`config.mk`:
```
export PLATFORM = sky130hd
export DESIGN_NAME = foo_pipeline_sched
export DESIGN_NICKNAME = d
export VERILOG_FILES = /design/src/rtl/foo_sched_pkg.sv /design/src/rtl/foo_sched_fifo.sv /design/src/rtl/foo_pipeline_sched.sv
export SDC_FILE = /design/constraint.sdc
export NUM_CORES = 1
export LEC_CHECK = 0
export CORE_ASPECT_RATIO = 0.6
export CORE_MARGIN = 4
export CORE_UTILIZATION = 40
export CTS_CLUSTER_DIAMETER = 50
export DETAILED_ROUTE_END_ITERATION = 12
export PLACE_DENSITY_LB_ADDON = 0.08
export SYNTH_ARGS = -nofsm -noshare
export SYNTH_HDL_FRONTEND = slang
export SYNTH_SLANG_ARGS = --single-unit
```
`constraint.sdc`:
```
create_clock -name clk -period 15.5 [get_ports clk]
set_input_delay 3.1 -clock clk [delete_from_list [all_inputs] [get_ports clk]]
set_output_delay 3.1 -clock clk [all_outputs]
set_load 0.05 [all_outputs]
```
`src/rtl/foo_sched_pkg.sv`:
```
// Shared types and constants for the foo_pipeline scheduler.
package foo_sched_pkg;

  // Fixed latency of the external foo_pipeline (input to output, in cycles).
  localparam int FOO_LAT = 2;

  // Widest requester ID carried in a tagged result; the top narrows it.
  localparam int FOO_ID_MAX_W = 8;

  typedef logic [63:0]             foo_op_t;   // {a[63:32], b[31:0]}
  typedef logic [31:0]             foo_res_t;  // a + b mod 2^32
  typedef logic [FOO_ID_MAX_W-1:0] foo_id_t;

  typedef struct packed {
    foo_res_t data;
    foo_id_t  id;
  } foo_tagged_res_t;

  // Bits needed to name one of n requesters (at least one bit).
  function automatic int foo_id_w(input int n);
    return (n <= 2) ? 1 : $clog2(n);
  endfunction

endpackage

```
`src/rtl/foo_sched_fifo.sv`:
```
// Synchronous result FIFO. The head is read straight from storage, so a
// pushed entry becomes visible only the cycle after the push.
module foo_sched_fifo #(
  parameter  int DEPTH = 4,
  parameter  int W     = 40,
  localparam int AW    = (DEPTH <= 2) ? 1 : $clog2(DEPTH),
  localparam int CW    = $clog2(DEPTH + 1)
) (
  input  logic          clk,
  input  logic          rst,
  input  logic          push_i,
  input  logic [W-1:0]  push_data_i,
  input  logic          pop_i,
  output logic [W-1:0]  head_o,
  output logic [CW-1:0] count_o
);

  logic [W-1:0]  mem_q [DEPTH];
  logic [AW-1:0] wr_ptr_q, wr_ptr_d;
  logic [AW-1:0] rd_ptr_q, rd_ptr_d;
  logic [CW-1:0] count_q, count_d;
  logic          pop_eff;

  // A pop on an empty FIFO is ignored so the count can never underflow.
  assign pop_eff = pop_i && (count_q != '0);

  // Pointer and occupancy next-state.
  always_comb begin
    wr_ptr_d = wr_ptr_q;
    rd_ptr_d = rd_ptr_q;
    count_d  = count_q;
    if (push_i) begin
      wr_ptr_d = (wr_ptr_q == AW'(DEPTH - 1)) ? '0 : wr_ptr_q + 1'b1;
    end
    if (pop_eff) begin
      rd_ptr_d = (rd_ptr_q == AW'(DEPTH - 1)) ? '0 : rd_ptr_q + 1'b1;
    end
    case ({push_i, pop_eff})
      2'b10:   count_d = count_q + 1'b1;
      2'b01:   count_d = count_q - 1'b1;
      default: count_d = count_q;
    endcase
  end

  // Storage and pointer registers. When full with a simultaneous pop, the
  // write lands in the slot being popped, whose value was already consumed.
  always_ff @(posedge clk or posedge rst) begin
    if (rst) begin
      for (int i = 0; i < DEPTH; i++) mem_q[i] <= '0;
      wr_ptr_q <= '0;
      rd_ptr_q <= '0;
      count_q  <= '0;
    end else begin
      if (push_i) mem_q[wr_ptr_q] <= push_data_i;
      wr_ptr_q <= wr_ptr_d;
      rd_ptr_q <= rd_ptr_d;
      count_q  <= count_d;
    end
  end

  assign head_o  = mem_q[rd_ptr_q];
  assign count_o = count_q;

endmodule

```
`src/rtl/foo_pipeline_sched.sv`:
```
// Shares one non-stallable foo_pipeline among N requesters: round-robin
// arbitration, credit-based admission, ID tagging via a shadow shift
// register aligned with the pipeline, and an in-order result FIFO.
//
// Handshakes: a transfer happens in a cycle where both valid and ready are
// high at the rising clock edge (req_valid[i]/req_ready[i] per requester,
// resp_valid/resp_ready for results); ready never waits for anything but
// registered state and the current valid inputs.
module foo_pipeline_sched
  import foo_sched_pkg::*;
#(
  parameter  int N     = 4,
  parameter  int DEPTH = 4,
  localparam int LAT   = FOO_LAT,
  localparam int IDW   = foo_id_w(N),
  localparam int CW    = $clog2(DEPTH + 1)
) (
  input  logic            clk,
  input  logic            rst,
  input  logic [N-1:0]    req_valid,
  input  logic [N*64-1:0] req_data,
  output logic [N-1:0]    req_ready,
  output logic [63:0]     pipe_in,
  input  logic [31:0]     pipe_out,
  output logic            resp_valid,
  input  logic            resp_ready,
  output logic [31:0]     resp_data,
  output logic [IDW-1:0]  resp_id,
  output logic            busy
);

  logic [IDW-1:0]  rr_ptr_q, rr_ptr_d;
  logic [N-1:0]    grant;
  logic [IDW-1:0]  grant_idx;
  logic            issue;
  logic            can_issue;
  logic [CW-1:0]   inflight_q, inflight_d;
  logic [CW-1:0]   fifo_count;
  logic [LAT-1:0]  sh_v_q;
  logic [IDW-1:0]  sh_id_q [LAT];
  logic            tail_v;
  logic            pop;
  foo_tagged_res_t push_data;
  foo_tagged_res_t head;

  // Credit check uses registered counts only; a pop this cycle frees its
  // slot for admission starting next cycle.
  assign can_issue = ({1'b0, fifo_count} + {1'b0, inflight_q}) < (CW + 1)'(DEPTH);

  // Round-robin search from rr_ptr; one-hot grant, suppressed during reset.
  always_comb begin
    logic [IDW-1:0] idx;
    grant     = '0;
    grant_idx = '0;
    issue     = 1'b0;
    idx       = '0;
    if (can_issue && !rst) begin
      for (int k = 0; k < N; k++) begin
        idx = IDW'((int'(rr_ptr_q) + k) % N);
        if (!issue && req_valid[idx]) begin
          issue      = 1'b1;
          grant_idx  = idx;
          grant[idx] = 1'b1;
        end
      end
    end
  end

  assign req_ready = grant;
  assign pipe_in   = issue ? req_data[grant_idx*64 +: 64] : 64'h0;

  // Pointer moves just past the winner; idle cycles leave it alone.
  always_comb begin
    rr_ptr_d = rr_ptr_q;
    if (issue) begin
      rr_ptr_d = (grant_idx == IDW'(N - 1)) ? '0 : grant_idx + 1'b1;
    end
  end

  // In-flight counter: +1 per issue, -1 when the shadow tail retires.
  always_comb begin
    case ({issue, tail_v})
      2'b10:   inflight_d = inflight_q + 1'b1;
      2'b01:   inflight_d = inflight_q - 1'b1;
      default: inflight_d = inflight_q;
    endcase
  end

  // Arbiter pointer, credit counter and shadow {v, id} shift register.
  always_ff @(posedge clk or posedge rst) begin
    if (rst) begin
      rr_ptr_q   <= '0;
      inflight_q <= '0;
      sh_v_q     <= '0;
      for (int i = 0; i < LAT; i++) sh_id_q[i] <= '0;
    end else begin
      rr_ptr_q   <= rr_ptr_d;
      inflight_q <= inflight_d;
      sh_v_q[0]  <= issue;
      sh_id_q[0] <= grant_idx;
      for (int i = 1; i < LAT; i++) begin
        sh_v_q[i]  <= sh_v_q[i-1];
        sh_id_q[i] <= sh_id_q[i-1];
      end
    end
  end

  // The shadow tail lines up with pipe_out; stale pipeline output is ignored.
  assign tail_v         = sh_v_q[LAT-1];
  assign push_data.data = pipe_out;
  assign push_data.id   = FOO_ID_MAX_W'(sh_id_q[LAT-1]);
  assign pop            = resp_valid && resp_ready;

  foo_sched_fifo #(
    .DEPTH (DEPTH),
    .W     ($bits(foo_tagged_res_t))
  ) u_fifo (
    .clk         (clk),
    .rst         (rst),
    .push_i      (tail_v),
    .push_data_i (push_data),
    .pop_i       (pop),
    .head_o      (head),
    .count_o     (fifo_count)
  );

  assign resp_valid = (fifo_count != '0);
  assign resp_data  = head.data;
  assign resp_id    = head.id[IDW-1:0];
  assign busy       = (inflight_q != '0) || (fifo_count != '0);

  // Credit admission must keep the FIFO from being pushed while full.
  no_overflow_a : assert property (@(posedge clk) disable iff (rst)
    !(tail_v && (fifo_count == CW'(DEPTH)) && !pop));

endmodule

```
==> results of run 1 <==
## layout by cell type (no fill, tap or decap), types with 5 or more instances in the layout
master / Yosys / routed
a221oi_1: 5 / 5
buf_4: 2 / 10
clkbuf_16: 0 / 17
clkdlybuf4s50_1: 0 / 398
clkinvlp_4: 0 / 7
dfrtp_1: 154 / 152
ha_1: 17 / 17
inv_1: 14 / 13
mux2_2: 137 / 137
mux2i_1: 135 / 135
mux4_2: 36 / 36
nand2_1: 9 / 7
nand3_1: 5 / 5
nor2_1: 16 / 16
o21ai_0: 5 / 5
o22ai_1: 64 / 64
## logic make-up (layout without fill, tap and decap cells)
family          Yosys count  in the layout  share of synthesized area, %
xor+xnor                  8              8                        0.7729
other cells               0              3                             0
simple gates             43             43                         2.291
fa+ha+maj                19             19                         2.788
flops                   154            154                         42.51
compound gates           87             87                         6.280
buf+inv                  72            456                         4.362
mux                     309            309                         40.99
## worst max-delay path: cells and delay by family
family,cells,cell delay (ps)
compound gates,2,420
buf+inv,3,2480
simple gates,1,840
mux,2,750
## area by class of cell
class,instances,area share [%]
Timing Repair Buffer,408,29.39
Clock buffer,21,3.479
Clock inverter,10,0.8515
Sequential cell,154,27.92
Antenna cell,3,0.05435
Tap cell,308,2.790
Inverter,17,0.4982
Multi-Input combinational cell,466,35.02
## stage by stage
step	instance area [um2]	util [%]	hold slack, ps
floorplan	9065	-	331.2
global placement	13210	59.55	334.0
detailed placement	13210	59.55	336.3
CTS	13800	62.25	350.6
global route	13810	62.27	359.0
finish	13810	62.28	348.7
## per-layer routing
layer,part of all wire (%),vias to the layer above,wire (um),global-route usage (%)
met5,0.19,-,62,0
met4,0.81,10,261,4.547
met3,6.1,31,1959,7.078
met2,50,216,16050,42.02
met1,43,3674,13770,32.92
li1,-,3386,-,-
## Yosys cell counts (3+ instances only)
| cell type | number | area share [%] |
|---|---|---|
| clkbuf_1 | 27 | 1.1 |
| nand2_1 | 9 | 0.37 |
| mux2_2 | 137 | 17 |
| nand3_1 | 5 | 0.28 |
| xnor2_1 | 4 | 0.39 |
| nor2_1 | 16 | 0.66 |
| inv_2 | 3 | 0.12 |
| buf_6 | 14 | 1.7 |
| a21o_1 | 3 | 0.25 |
| o22ai_1 | 64 | 4.4 |
| o21ai_0 | 5 | 0.28 |
| mux4_2 | 36 | 8.9 |
| inv_1 | 14 | 0.58 |
| dfrtp_1 | 154 | 43 |
| mux2i_1 | 135 | 15 |
| xor2_1 | 4 | 0.39 |
| ha_1 | 17 | 2.3 |
| a221oi_1 | 5 | 0.48 |
| a22oi_1 | 4 | 0.33 |
| buf_2 | 9 | 0.50 |
## worst max-delay path by stage
stage                  from  slack, ps           to
2_1_floorplan  req_valid[3]       7100  pipe_in[54]
3_3_place_gp   req_valid[0]       4820  pipe_in[32]
3_5_place_dp   req_valid[3]       4770  pipe_in[32]
4_1_cts        req_valid[0]       4750  pipe_in[32]
5_1_grt        req_valid[3]       4460  pipe_in[32]
6_report       req_valid[3]       4700  pipe_in[32]
## state kept, by name (all words and copies together), names as in the netlist
register,count
inflight_q,3
rr_ptr_q,2
sh_id_q,2
push_data,2
u_fifo.count_o,3
u_fifo.rd_ptr_q,2
u_fifo.mem_q,136
sh_v_q,2
u_fifo.wr_ptr_q,2
## power groups by stage
stage | combinational (W) | sequential (W) | clock [W]
after CTS | 0.00187 | 0.000727 | 0.000424
after floorplan | 0.00137 | 0.000678 | 0
final | 0.00186 | 0.000729 | 0.000415
after global routing | 0.00196 | 0.000754 | 0.000442
after detailed placement | 0.00186 | 0.000730 | 0
after global placement | 0.00184 | 0.000726 | 0
==> impl_metrics.tcl, run 1 <==
set metrics [dict create \
    status "complete, no violations" \
    critical-path-max-stage-delay_ps 940 \
    timing.hold.worst_path_depth 0 \
    tns_ps 0 \
    worstPathMaxFanout 65 \
    routabilityCongestion 0.9729 \
    pwr-share-clk_pct 13.8 \
    post_cts_resized 0 \
    skew_ps 4.867 \
    syn_area_per_cell_um2 13.10 \
    ff_latch_area_um2 3856 \
    path_common_cell "clkdlybuf4s50_1" \
    max_freq_ghz 0.09260 \
    setup-violations-final 0 \
    clockRootBuffer "clkbuf_16" \
    total_wirelength_of_the_detailed_routed_design_mm 32.10 \
    dpl_worst_slack_ps 4773 \
    post_synth_num_cell_types 38 \
    synth_edf_count 0 \
    hpwlAfterDp_mm 24.34 \
    drt_pass1_iterations 4 \
    hold_path.class "reg -> reg" \
    pwr-share-seq_pct 24.3 \
    setup_slack_ps 4700 \
    first_pass_grt_wire_length_mm 48.23 \
    cts_tree "yes" \
    gr-usage-all-layers_pct 25.02 \
    fin_nets 1378 \
    finalMaxSlewViolations 0 \
    worst_ep_arrival_time_ps 7700 \
    drt-initial-drc-count 455 \
    postSynth.asyncResetShare_pct 100.0 \
    route.detailed.vias_per_inst 5.275 \
    grt_overflow 0 \
    final.fill_count 1792 \
    vias 7317 \
    ctsHoldBuffers 0 \
    initial_utilization_pct 40.88 \
    critical_path.startpoint_type "input pin" \
    p_int_w 0.001653 \
    max_slew_margin_pct 24.73 \
    p_leak_nw 6.249 \
    post_route_cells_drive_above_1_share_pct 20.82 \
    io_pins 399 \
    placed_cells 1353 \
    critPathCaptureType "primary output" \
    drc_errors 0 \
    min-delay-start "sh_v_q[0]" \
    post_synth_design_cell_area_um2 9065 \
    timing.max_cap.violations 0 \
    core-area_um2 22180 \
    rrSetupSlack_ps 12300 \
    tritoncts_sinks 154 \
    final_hold_viol_count 0 \
    post-layout-total-power_w 0.003002 \
    grt_pass1_vias 7638 \
    tightestPinTransition_ps 1129 \
    cts_made_buffers 17 \
    finalNonFillerCells 1387 \
    required_ps 12400 \
    reg2regPathDepth 8 \
    cts.path.max_buffers 2 \
    multiInputGateArea_um2 4837 \
    power.share.combinational_pct 61.9 \
    flip_flop_and_latch_count_after_synthesis 154 \
    chipHeight_um 124.6 \
    sw_frac_of_total_pct 44.92 \
    worstReg2RegStart "rr_ptr_q[0]" \
    std_cell_rows 42 \
    layout_worst_path_cycle_share_pct 69.68 \
    ant_nets 0 \
    vdd_ir_max_mv 0.1478 \
    worst-setup-path-type "in -> out" \
    cellPowerDensity_nw_per_um2 217.3 \
    r2r_path_end "rr_ptr_q[1]" \
    floorplan.die_area_um2 25210 \
    ys_seq_area_share_pct 42.51 \
    crit_chain "clkdlybuf4s50_1, mux4_2, o2111ai_1, nand2_4, buf_4, mux2i_1, o22ai_1, clkdlybuf4s50_1" \
    min_period_ps 10800 \
    switchingPower_w 0.001348 \
    ctsHtreeMaxLevel 4 \
    antenna_found_initial 8 \
    ys.warnings.count 0 \
    syn_nets 1006 \
    hold_end "sh_v_q[1]" \
    worstSkewPairLatency_ps 410 \
    grt_start_max_net_pins 85 \
    clk_pin_slew_worst_paths_ps 60 \
    timing.critical_path.slowest_stage_cell "buf_4" \
    synthCells 692 \
    synth-main-ff-cell "dfrtp_1" \
    die_w_um 202.3 \
    cts.repair_timing.setup_buffer_count 0 \
    avgRoutedWirePerCell_um 23.15 \
    area.growth.synth_to_final_pct 52.37 \
    grt_setup_unrepaired "no" \
    port-buffer-count 398 \
]
Note: power is estimated with default switching activity, not from simulation.
==> run 2, diff against run 1 <==
--- a/config.mk
+++ b/config.mk
@@ -7,7 +7,7 @@
 export LEC_CHECK = 0
 export CORE_ASPECT_RATIO = 0.6
 export CORE_MARGIN = 4
-export CORE_UTILIZATION = 40
+export CORE_UTILIZATION = 39
 export CTS_CLUSTER_DIAMETER = 50
 export DETAILED_ROUTE_END_ITERATION = 12
 export PLACE_DENSITY_LB_ADDON = 0.08
==> constraint.sdc (replaced) <==
create_clock -name clk -period 8.7 [get_ports clk]
set_input_delay 1.74 -clock clk [delete_from_list [all_inputs] [get_ports clk]]
set_output_delay 1.74 -clock clk [all_outputs]
set_load 0.05 [all_outputs]
==> run 2 against run 1 <==
Setup slack lost 3300 ps. Sequential cell count is the same. Cell area up 0.40%. Sequential power rose by 84%. Largest cell class unchanged. Power rose by 79%. Critical endpoint is now pipe_in[51].
==> impl_metrics.tcl, run 2 (synthesis gave the netlist of run 1 again) <==
set metrics [dict create \
    status "complete, no violations" \
    p_leak_nw 6.291 \
    timing.critical_path.depth 8 \
    skew_ps 4.891 \
    setup-violations-final 0 \
    reg2regPathDepth 8 \
    critical_path.startpoint_type "input pin" \
    ctsHtreeMaxLevel 4 \
    clockRootBuffer "clkbuf_16" \
    tightestPinTransition_ps 1086 \
    critical-path-max-stage-delay_ps 740 \
    cellPowerDensity_nw_per_um2 387.5 \
    core-area_um2 22440 \
    grt_start_max_net_pins 88 \
    post_cts_resized 0 \
    placed_cells 1356 \
    hold_path.class "reg -> reg" \
    total_wirelength_of_the_detailed_routed_design_mm 32.24 \
    path_common_cell "clkdlybuf4s50_1" \
    io_pins 399 \
    largest_register "u_fifo.mem_q" \
    route.detailed.vias_per_inst 5.277 \
    fin_nets 1381 \
    crit_family "buffers and inverters" \
    port-buffer-count 398 \
    final.fill_count 1801 \
    required_ps 6960 \
    chipHeight_um 126.1 \
    layout_worst_path_cycle_share_pct 84.08 \
    final_hold_viol_count 0 \
    max_freq_ghz 0.1367 \
    timing.critical_path.slowest_stage_cell "clkdlybuf4s50_1" \
    cts.path.max_buffers 2 \
    max_slew_margin_pct 27.60 \
    floorplan.die_area_um2 25830 \
    layout.cells.most_common "clkdlybuf4s50_1" \
    die_w_um 204.8 \
    cts_made_buffers 17 \
    worstSkewPairLatency_ps 420 \
    gr-usage-all-layers_pct 24.20 \
    grt_overflow 0 \
    drc_errors 0 \
    rrSetupSlack_ps 5300 \
    r2r_path_end "sh_id_q[2]" \
    min_period_ps 7315 \
    crit_chain "clkdlybuf4s50_1, mux4_2, o2111ai_1, nand2_4, buf_12, mux2i_1, o22ai_1, clkdlybuf4s50_1" \
    grt_setup_unrepaired "no" \
    ctsHoldBuffers 0 \
    worstReg2RegStart "rr_ptr_q[0]" \
    initial_utilization_pct 40.40 \
    area.growth.synth_to_final_pct 52.97 \
    cts_tree "yes" \
    first_pass_grt_wire_length_mm 47.34 \
    hpwlAfterDp_mm 24.69 \
    finalNonFillerCells 1391 \
    hold_end "push_data[0]" \
    clk_pin_slew_worst_paths_ps 60 \
    ant_nets 0 \
    timing.max_cap.violations 0 \
    post_route_cells_drive_above_1_share_pct 20.93 \
    routabilityCongestion 0.9569 \
    grt_pass1_vias 7573 \
    worst-setup-path-type "in -> out" \
    largest_register_ffs 136 \
    avgRoutedWirePerCell_um 23.18 \
    worst_ep_arrival_time_ps 5580 \
    tns_ps 0 \
    drt_pass1_iterations 7 \
    vias 7341 \
    finalMaxSlewViolations 0 \
    vdd_ir_max_mv 0.3005 \
    cp.buffers_inverters 3 \
    critPathCaptureType "primary output" \
    drt-initial-drc-count 450 \
    min-delay-start "sh_id_q[2]" \
    worstPathMaxFanout 54 \
    tritoncts_sinks 154 \
    antenna_found_initial 5 \
    std_cell_rows 42 \
    cts.repair_timing.setup_buffer_count 0 \
    timing.hold.worst_path_depth 0 \
    final_cell_mix "clkdlybuf4s50_1 (398), dfrtp_1 (152), mux2_2 (137)" \
]
## run 2: changes by cell type in the layout (fill, tap and decap cells not counted), sizes merged
cell      delta
clkinvlp     -4
buf          +3
bufinv       +1
clkinv       +4
## run 2: final cells by class
| class | count | area [um2] | share of cell area, % |
|---|---|---|---|
| sequential | 154 | 3856 | 27.81 |
| tap | 308 | 385.4 | 2.779 |
| antenna | 3 | 7.507 | 0.05414 |
| clock inverter | 11 | 145.1 | 1.047 |
| inverter | 17 | 68.82 | 0.4963 |
| timing repair buffer | 411 | 4106 | 29.61 |
| multi-input combinational | 466 | 4837 | 34.88 |
| clock buffer | 21 | 460.4 | 3.320 |
## run 2: how the worst max path moves through the flow
stage | start | to | slack (ps)
after floorplan | rst | inflight_q[0] | 2810
after global placement | req_valid[3] | pipe_in[49] | 1460
after detailed placement | req_valid[3] | pipe_in[49] | 1450
after CTS | req_valid[3] | pipe_in[49] | 1450
after global routing | req_valid[3] | pipe_in[51] | 1250
final | req_valid[3] | pipe_in[51] | 1380
## run 2: metal layers
metal	GRT usage (%)	wire [um]
met5	0	27
met1	31.80	13750
met2	40.76	16260
met3	5.653	1784
met4	6.181	418
## run 2: where the power goes
part	internal [W]	leakage, nW	switching [W]	total, W
Clock	0.000466	0.289	0.000288	0.000754
Sequential	0.00108	1.82	0.000258	0.00134
Combinational	0.00142	4.18	0.00186	0.00328
## run 2: per-stage QoR
stage	worst slack (ps)	area [um2]	total power (W)	hold slack [ps]	util (%)
4_1_cts	1453	13860	0.005405	350.6	61.77
5_1_grt	1251	13870	0.005647	367.7	61.80
6_report	1385	13870	0.005373	347.0	61.80
3_3_place_gp	1455	13250	0.004595	332.7	59.07
3_5_place_dp	1452	13250	0.004635	336.4	59.07
2_1_floorplan	2810	9065	0.003650	331.2	-
